**config.mk**
```make
export PLATFORM = sky130hd
export DESIGN_NAME = ex_mem_stage
export DESIGN_NICKNAME = d
export VERILOG_FILES = /design/src/rtl/ex_mem_stage.sv
export SDC_FILE = /design/constraint.sdc
export NUM_CORES = 1
export LEC_CHECK = 0
export CORE_MARGIN = 5
export CORE_UTILIZATION = 44
export CTS_CLUSTER_DIAMETER = 120
export DETAILED_ROUTE_END_ITERATION = 10
export PLACE_DENSITY_LB_ADDON = 0.3
export SKIP_LAST_GASP = 1
export SYNTH_ARGS = -nofsm -noshare
export SYNTH_HDL_FRONTEND = slang
export SYNTH_SLANG_ARGS = --single-unit
```
**constraint.sdc**
```tcl
create_clock -name clk -period 2.4 [get_ports clk]
set_clock_uncertainty 0.05 [all_clocks]
set_input_delay 0.36 -clock clk [delete_from_list [all_inputs] [get_ports clk]]
set_output_delay 0.36 -clock clk [all_outputs]
set_load 0.1 [all_outputs]
```
**src/rtl/ex_mem_stage.sv**
```systemverilog
// rtl/ex_mem_stage.sv - EX->MEM pipeline stage: 2-entry skid buffer with precise exception capture
module ex_mem_stage #(
  parameter int DW = 32,
  parameter int RW = 5
) (
  input  logic          clk,
  input  logic          reset,
  input  logic          ex_valid,
  output logic          ex_ready,
  input  logic [DW-1:0] ex_result,
  input  logic [7:0]    ex_status,
  input  logic [DW-1:0] ex_store_data,
  input  logic [RW-1:0] ex_dest,
  input  logic          ex_mem_read,
  input  logic          ex_mem_write,
  input  logic          ex_reg_write,
  input  logic          ex_ovf_en,
  input  logic          flush,
  output logic          mem_valid,
  input  logic          mem_ready,
  output logic [DW-1:0] mem_result,
  output logic [DW-1:0] mem_store_data,
  output logic [RW-1:0] mem_dest,
  output logic          mem_read,
  output logic          mem_write,
  output logic          mem_reg_write,
  output logic          exc_pending,
  output logic [4:0]    exc_code,
  output logic [DW-1:0] exc_badaddr,
  input  logic          exc_ack
);

  typedef enum logic [1:0] {
    S_EMPTY = 2'd0,
    S_ONE   = 2'd1,
    S_TWO   = 2'd2
  } state_t;

  typedef struct packed {
    logic [DW-1:0] result;
    logic [DW-1:0] sdata;
    logic [RW-1:0] dest;
    logic          rd;
    logic          wr;
    logic          rw;
  } entry_t;

  localparam logic [4:0] EXC_OVF    = 5'h0C;
  localparam logic [4:0] EXC_LD_MIS = 5'h04;
  localparam logic [4:0] EXC_ST_MIS = 5'h05;

  state_t        r_state;
  state_t        w_state_nxt;
  entry_t        r_head;
  entry_t        r_sec;
  entry_t        w_new;
  logic          r_exc_pending;
  logic [4:0]    r_exc_code;
  logic [DW-1:0] r_exc_badaddr;

  logic w_ovf;
  logic w_mis;
  logic w_fault;
  logic w_valid;
  logic w_acc;
  logic w_cons;

  // Fault detection and the entry to enqueue; a faulting op keeps its data but loses all side effects
  always_comb begin
    w_ovf        = ex_status[6] & ex_ovf_en;
    w_mis        = ex_status[3] & (ex_mem_read | ex_mem_write);
    w_fault      = w_ovf | w_mis;
    w_new.result = ex_result;
    w_new.sdata  = ex_store_data;
    w_new.dest   = ex_dest;
    w_new.rd     = ex_mem_read  & ~w_fault;
    w_new.wr     = ex_mem_write & ~w_fault;
    w_new.rw     = ex_reg_write & ~w_fault;
  end

  assign w_valid  = (r_state != S_EMPTY);
  assign ex_ready = (r_state != S_TWO) & ~r_exc_pending & ~flush;
  assign w_acc    = ex_valid & ex_ready;
  assign w_cons   = w_valid & mem_ready & ~flush;

  // Occupancy state register
  always_ff @(posedge clk) begin
    if (reset) r_state <= S_EMPTY;
    else       r_state <= w_state_nxt;
  end

  // Occupancy next-state: flush empties the buffer, otherwise track accept/consume
  always_comb begin
    w_state_nxt = r_state;
    if (flush) begin
      w_state_nxt = S_EMPTY;
    end else begin
      case (r_state)
        S_EMPTY: if (w_acc) w_state_nxt = S_ONE;
        S_ONE: begin
          if (w_acc && !w_cons)      w_state_nxt = S_TWO;
          else if (!w_acc && w_cons) w_state_nxt = S_EMPTY;
        end
        S_TWO:   if (w_cons) w_state_nxt = S_ONE;
        default: w_state_nxt = S_EMPTY;
      endcase
    end
  end

  // Entry storage: head always holds the oldest op, second entry slides forward on consume
  always_ff @(posedge clk) begin
    if (reset) begin
      r_head <= '0;
      r_sec  <= '0;
    end else if (!flush) begin
      case (r_state)
        S_EMPTY: if (w_acc) r_head <= w_new;
        S_ONE: begin
          if (w_acc && w_cons) r_head <= w_new;
          else if (w_acc)      r_sec  <= w_new;
        end
        S_TWO:   if (w_cons) r_head <= r_sec;
        default: ;
      endcase
    end
  end

  // Exception record: set by an accepted faulting op, held until acknowledged; flush leaves it alone
  always_ff @(posedge clk) begin
    if (reset) begin
      r_exc_pending <= 1'b0;
      r_exc_code    <= '0;
      r_exc_badaddr <= '0;
    end else if (w_acc && w_fault) begin
      r_exc_pending <= 1'b1;
      r_exc_code    <= w_ovf ? EXC_OVF : (ex_mem_read ? EXC_LD_MIS : EXC_ST_MIS);
      r_exc_badaddr <= ex_result;
    end else if (exc_ack && r_exc_pending) begin
      r_exc_pending <= 1'b0;
      r_exc_code    <= '0;
      r_exc_badaddr <= '0;
    end
  end

  assign mem_valid      = w_valid;
  assign mem_result     = w_valid ? r_head.result : '0;
  assign mem_store_data = w_valid ? r_head.sdata  : '0;
  assign mem_dest       = w_valid ? r_head.dest   : '0;
  assign mem_read       = w_valid & r_head.rd;
  assign mem_write      = w_valid & r_head.wr;
  assign mem_reg_write  = w_valid & r_head.rw;
  assign exc_pending    = r_exc_pending;
  assign exc_code       = r_exc_code;
  assign exc_badaddr    = r_exc_badaddr;

endmodule

```
==> impl_metrics.env, run 1 <==
export IMPL_met2_usage_pct=36.40
export IMPL_cellLeakagePower_nw=4.153
export IMPL_groute_usage_overall_pct=20.60
export IMPL_gr_total_overflow=0
export IMPL_netlist_area_sq_mm=0.007814
export IMPL_worst_slew_pin_slew_ns=0.5216
export IMPL_drtIter0Drc=274
export IMPL_ys_top_cells_by_area="dfxtp_1 (46%), nand2_1 (15%), a311oi_2 (6.9%), a21oi_1 (6.8%), and2_1 (5.8%)"
export IMPL_slowest_stage="dfxtp_1"
export IMPL_rows=48
export IMPL_fin_nets=1226
export IMPL_use_met3_pct=4.823
export IMPL_ys_ff_latch=181
export IMPL_relSlewSlack_pct=65.23
export IMPL_hold_violations=0
export IMPL_hold_path_depth=2
export IMPL_crit_path_max_fanout=75
export IMPL_ys_top_cells_by_count="nand2_1 (317), dfxtp_1 (181), a21oi_1 (106)"
export IMPL_start_kind="flop"
export IMPL_cp_top_family="buffers and inverters"
export IMPL_max_vdd_ir_drop_mv=0.4812
export IMPL_cts_buffer_depth=2
export IMPL_reg2reg_depth=10
export IMPL_cts_max_level=4
export IMPL_n_antenna_cell=0
export IMPL_die_area_sq_mm=0.02052
export IMPL_vias_per_cell=5.185
export IMPL_fmax_ghz=0.4357
export IMPL_die_height_microns=143.3
export IMPL_crit_type="flop to output pin"
export IMPL_drc=0
export IMPL_grt_max_degree=76
export IMPL_ys_flop_type="dfxtp_1"
export IMPL_cts_root_buf="clkbuf_16"
export IMPL_synth_edff_count=0
export IMPL_layout_drive_gt1_share_pct=20.52
export IMPL_place_gp_congestion=0.7535
export IMPL_wl_microns=21090
export IMPL_end_kind="output pin"
export IMPL_preCtsSetupSlack_ns=-0.2761
export IMPL_synth_most_common_cell="nand2_1"
export IMPL_synth_distinct_cells=33
export IMPL_vias=7129
export IMPL_grt_setup_unrepaired="false"
export IMPL_critPathArrivalTime_ns=1.89
export IMPL_syn_to_final_growth_pct=45.48
export IMPL_worst_path_buf_inv=2
export IMPL_multi_input_area_sq_mm=0.003820
export IMPL_cp_required_ns=1.99
export IMPL_power_density_mw_per_mm2=643.6
export IMPL_die_x_microns=143.3
export IMPL_finalSetupViolCount=0
export IMPL_cts_hold_fix_buffers=0
export IMPL_fillers=1410
export IMPL_use_met1_pct=24.98
export IMPL_hold_ws_ns=0.2961
export IMPL_ys_seq_area_share_pct=46.37
export IMPL_wl_per_cell_microns=15.34
export IMPL_initial_core_util_pct=45.02
export IMPL_async_flop_share_pct=0
export IMPL_synth_top_area_share_pct=46.37
export IMPL_cts_clk_slew_worst_paths_ns=0.07
export IMPL_regArea_sq_mm=0.003626
export IMPL_postRouteAntennaNets=0
export IMPL_hold_path_class="primary input to flop"
export IMPL_clock_sinks=181
export IMPL_crit_chain="nor2b_4, buf_8, nor3_2, buf_12"
export IMPL_first_pass_iters=5
export IMPL_cts_tree="built"
export IMPL_ys_warn_count=0
export IMPL_avgSynthCellArea_sq_um=7.973
export IMPL_antenna_found_initial=0
export IMPL_crit_cells=4
export IMPL_dpl_hpwl_microns=13840
export IMPL_first_global_vias=6835
export IMPL_status="completed"
export IMPL_fin_ws_ns=0.1047
export IMPL_post_route_min_period_ns=2.295
export IMPL_max_cap_viol_count=0
export IMPL_coreArea_sq_mm=0.01736
export IMPL_busiest_layer="met2"
export IMPL_slew_violations=0
export IMPL_clkLatencyLatePin_ns=0.42
export IMPL_syn_inst=980
export IMPL_yosysTopAreaCell="dfxtp_1"
export IMPL_numCtsBuffers=17
export IMPL_io_pins=199
export IMPL_grt_pass1_wl_microns=34140
export IMPL_period_share_pct=95.64
export IMPL_crit_path_max_incr_delay_ns=0.45
export IMPL_port_buffers=190
cells by family (layout without fill, tap and decap cells):
family / count (synthesis) / in the layout / share of synthesized area (%)
AOI/OAI and AO/OA: 186 / 186 / 18.80
adders and majority gates: 2 / 2 / 0.3202
buffers and inverters: 91 / 260 / 5.748
DFF: 181 / 181 / 46.37
other: 1 / 2 / 0.04799
and+or+nand+nor: 519 / 519 / 28.71
registers in the layout, summed over array words and instances (netlist names):
name / cells
r_head: 72
r_sec: 72
exc_badaddr: 32
exc_code: 3
r_state: 2
stage by stage:
step | setup TNS, ns | total power [W] | util, % | area, sq um | std cells
6_report | 0 | 0.007316 | 65.49 | 11370 | 1375
5_1_grt | 0 | 0.007602 | 65.49 | 11370 | 1375
4_1_cts | 0 | 0.007390 | 65.41 | 11350 | 1375
3_5_place_dp | -30.52 | 0.004388 | 61.69 | 10710 | 1343
3_3_place_gp | -21.08 | 0.004368 | 61.69 | 10710 | 1343
2_1_floorplan | -0.03856 | 0.003970 | - | 7838 | 981
layout by cell type (no fill, tap or decap), types with 37 or more instances in the layout:
master / n
buf_4: 59
nand2_1: 317
nand3_1: 37
nor2_1: 74
clkdlybuf4s50_1: 79
dfxtp_1: 179
and2_1: 64
buf_12: 87
a21oi_1: 106
power by group:
part,total (W),internal (W),switching [W]
combinational,0.00114,0.000431,0.000706
clock,0.00300,0.00179,0.00121
sequential,0.00318,0.00313,0.0000553
total,0.00732,0.00534,0.00197
per-layer routing:
layer,routed length [microns],vias to the layer above
met1,8826,3346
met5,0,-
met2,10730,174
met4,311,0
li1,-,3588
met3,1222,21
layout make-up:
cell class	count	area share (%)
multi-input cells	709	33.60
flip-flops and latches	181	31.90
repair buffers	227	26.41
clock buffers	19	3.897
well taps	225	2.477
clock inverters	13	1.684
inverters	1	0.03302
final timing paths:
kind / from / endpoint / slack [ns]
max: r_state[1]$_SDFFE_PP0P_ / ex_ready / 0.10
min: reset / r_sec[18]$_SDFFE_PP0P_ / 0.30
min reg2reg: r_sec[44]$_SDFFE_PP0P_ / r_sec[44]$_SDFFE_PP0P_ / 0.40
max reg2reg: r_state[1]$_SDFFE_PP0P_ / r_head[22]$_SDFFE_PP0P_ / 0.24
what timing repair did:
item | 4_1_cts | 5_1_grt
setup endpoints to repair | 73 | 189
cloned | 0 | 0
buffers inserted | 0 | 0
resized for setup | 3 | 5
endpoints found under the hold margin | 0 | 0
pin swaps | 0 | 1
Note: power is estimated with default switching activity, not from simulation.
==> run 2: changes to the inputs <==
--- a/config.mk
+++ b/config.mk
@@ -9,6 +9,7 @@
 export CORE_UTILIZATION = 44
 export CTS_CLUSTER_DIAMETER = 120
 export DETAILED_ROUTE_END_ITERATION = 10
+export MAX_ROUTING_LAYER = met4
 export PLACE_DENSITY_LB_ADDON = 0.3
 export SKIP_LAST_GASP = 1
 export SYNTH_ARGS = -nofsm -noshare
==> impl_metrics.env, run 2 (synthesized netlist as in run 1, its figures left out) <==
export IMPL_power_density_mw_per_mm2=643.7
export IMPL_rows=48
export IMPL_n_antenna_cell=0
export IMPL_clock_sinks=181
export IMPL_fmax_ghz=0.4381
export IMPL_cts_buffer_depth=2
export IMPL_antenna_found_initial=0
export IMPL_wl_per_cell_microns=15.34
export IMPL_grt_pass1_wl_microns=34140
export IMPL_critPathArrivalTime_ns=1.87
export IMPL_slowest_stage="dfxtp_1"
export IMPL_worst_slew_pin_slew_ns=0.5186
export IMPL_layout_drive_gt1_share_pct=20.52
export IMPL_drtIter0Drc=260
export IMPL_crit_path_max_fanout=75
export IMPL_status="completed"
export IMPL_vias_per_cell=5.156
export IMPL_wl_microns=21100
export IMPL_end_kind="output pin"
export IMPL_numCtsBuffers=17
export IMPL_first_pass_iters=5
export IMPL_hold_violations=0
export IMPL_max_vdd_ir_drop_mv=0.4806
export IMPL_die_x_microns=143.3
export IMPL_die_height_microns=143.3
export IMPL_port_buffers=190
export IMPL_drc=0
export IMPL_finalSetupViolCount=0
export IMPL_fillers=1410
export IMPL_cts_root_buf="clkbuf_16"
export IMPL_cellLeakagePower_nw=4.153
export IMPL_relSlewSlack_pct=65.43
export IMPL_start_kind="flop"
export IMPL_gr_total_overflow=0
export IMPL_vias=7090
export IMPL_period_share_pct=95.11
export IMPL_crit_chain="nor2b_4, buf_8, nor3_2, buf_12"
export IMPL_slew_violations=0
export IMPL_hold_path_class="primary input to flop"
export IMPL_cts_tree="built"
export IMPL_die_area_sq_mm=0.02052
export IMPL_fin_nets=1226
export IMPL_io_pins=199
export IMPL_syn_to_final_growth_pct=45.48
export IMPL_place_gp_congestion=0.7646
export IMPL_post_route_min_period_ns=2.283
export IMPL_initial_core_util_pct=45.02
export IMPL_first_global_vias=6836
export IMPL_grt_max_degree=76
export IMPL_dpl_hpwl_microns=13840
export IMPL_cp_required_ns=1.99
export IMPL_postRouteAntennaNets=0
export IMPL_post_route_util_pct=65.49
export IMPL_groute_usage_overall_pct=21.23
export IMPL_crit_path_max_incr_delay_ns=0.45
export IMPL_setup_tns_ns=0
export IMPL_grt_setup_unrepaired="false"
export IMPL_cts_max_level=4
export IMPL_p_total_w=0.007317
export IMPL_cts_clk_slew_worst_paths_ns=0.07
export IMPL_final_common_cell="nand2_1"
export IMPL_final_cell_mix="nand2_1 (317), dfxtp_1 (179), a21oi_1 (106)"
export IMPL_max_cap_viol_count=0
export IMPL_coreArea_sq_mm=0.01736
export IMPL_clkLatencyLatePin_ns=0.42
export IMPL_crit_type="flop to output pin"
[run 2: path summary, 6_finish.rpt]
path | cells after the start | end | slack [ns] | start
worst max register to register | 10 | r_head[22]$_SDFFE_PP0P_ | 0.25 | r_state[1]$_SDFFE_PP0P_
worst min register to register | 2 | r_sec[44]$_SDFFE_PP0P_ | 0.40 | r_sec[44]$_SDFFE_PP0P_
worst max-delay path | 4 | ex_ready | 0.12 | r_state[1]$_SDFFE_PP0P_
worst min-delay path | 2 | r_sec[18]$_SDFFE_PP0P_ | 0.29 | reset
[run 2: final cells by class]
| class | count | area, sq um | area share [%] |
|---|---|---|---|
| clock inverter | 13 | 191.4 | 1.684 |
| multi-input combinational | 709 | 3820 | 33.60 |
| tap | 225 | 281.5 | 2.477 |
| sequential | 181 | 3626 | 31.90 |
| timing repair buffer | 227 | 3002 | 26.41 |
| inverter | 1 | 3.754 | 0.03302 |
| clock buffer | 19 | 442.9 | 3.897 |
[run 2: per-stage QoR]
step | hold WS [ns] | area (sq um) | cells | setup slack [ns]
final | 0.2950 | 11370 | 1375 | 0.1174
after global routing | 0.2966 | 11370 | 1375 | 0.009801
after global placement | 0.3917 | 10710 | 1343 | -0.1938
after CTS | 0.2719 | 11350 | 1375 | 0.01045
after floorplan | 0.3866 | 7838 | 981 | -0.03856
after detailed placement | 0.3965 | 10710 | 1343 | -0.2761
[run 2: power by group]
part	internal (W)	total [W]	switching, W
Clock	0.00179	0.00300	0.00121
Sequential	0.00313	0.00318	0.0000556
Combinational	0.000431	0.00114	0.000706
Total	0.00534	0.00732	0.00197
[run 2: routing by layer]
metal	vias to the layer above	share of wire (%)	global-route usage [%]
met5	-	0	-
met4	0	1.4	5.996
met3	19	5.2	4.622
met2	154	51	36.47
met1	3332	42	25.11
li1	3585	-	-
[run 2: critical path: cells and delay by family, from the launching register on]
kind	cells	cell delay, ns
simple gates	2	0.33
flops	1	0.45
buf+inv	2	0.64
[run 2: what timing repair did]
action | CTS | global route
hold buffers | 0 | 0
gates cloned | 0 | 0
setup buffers | 0 | 0
hold endpoints to repair | 0 | 0
setup endpoints to repair | 73 | 190
pin swaps | 0 | 1
gates resized for setup | 3 | 5
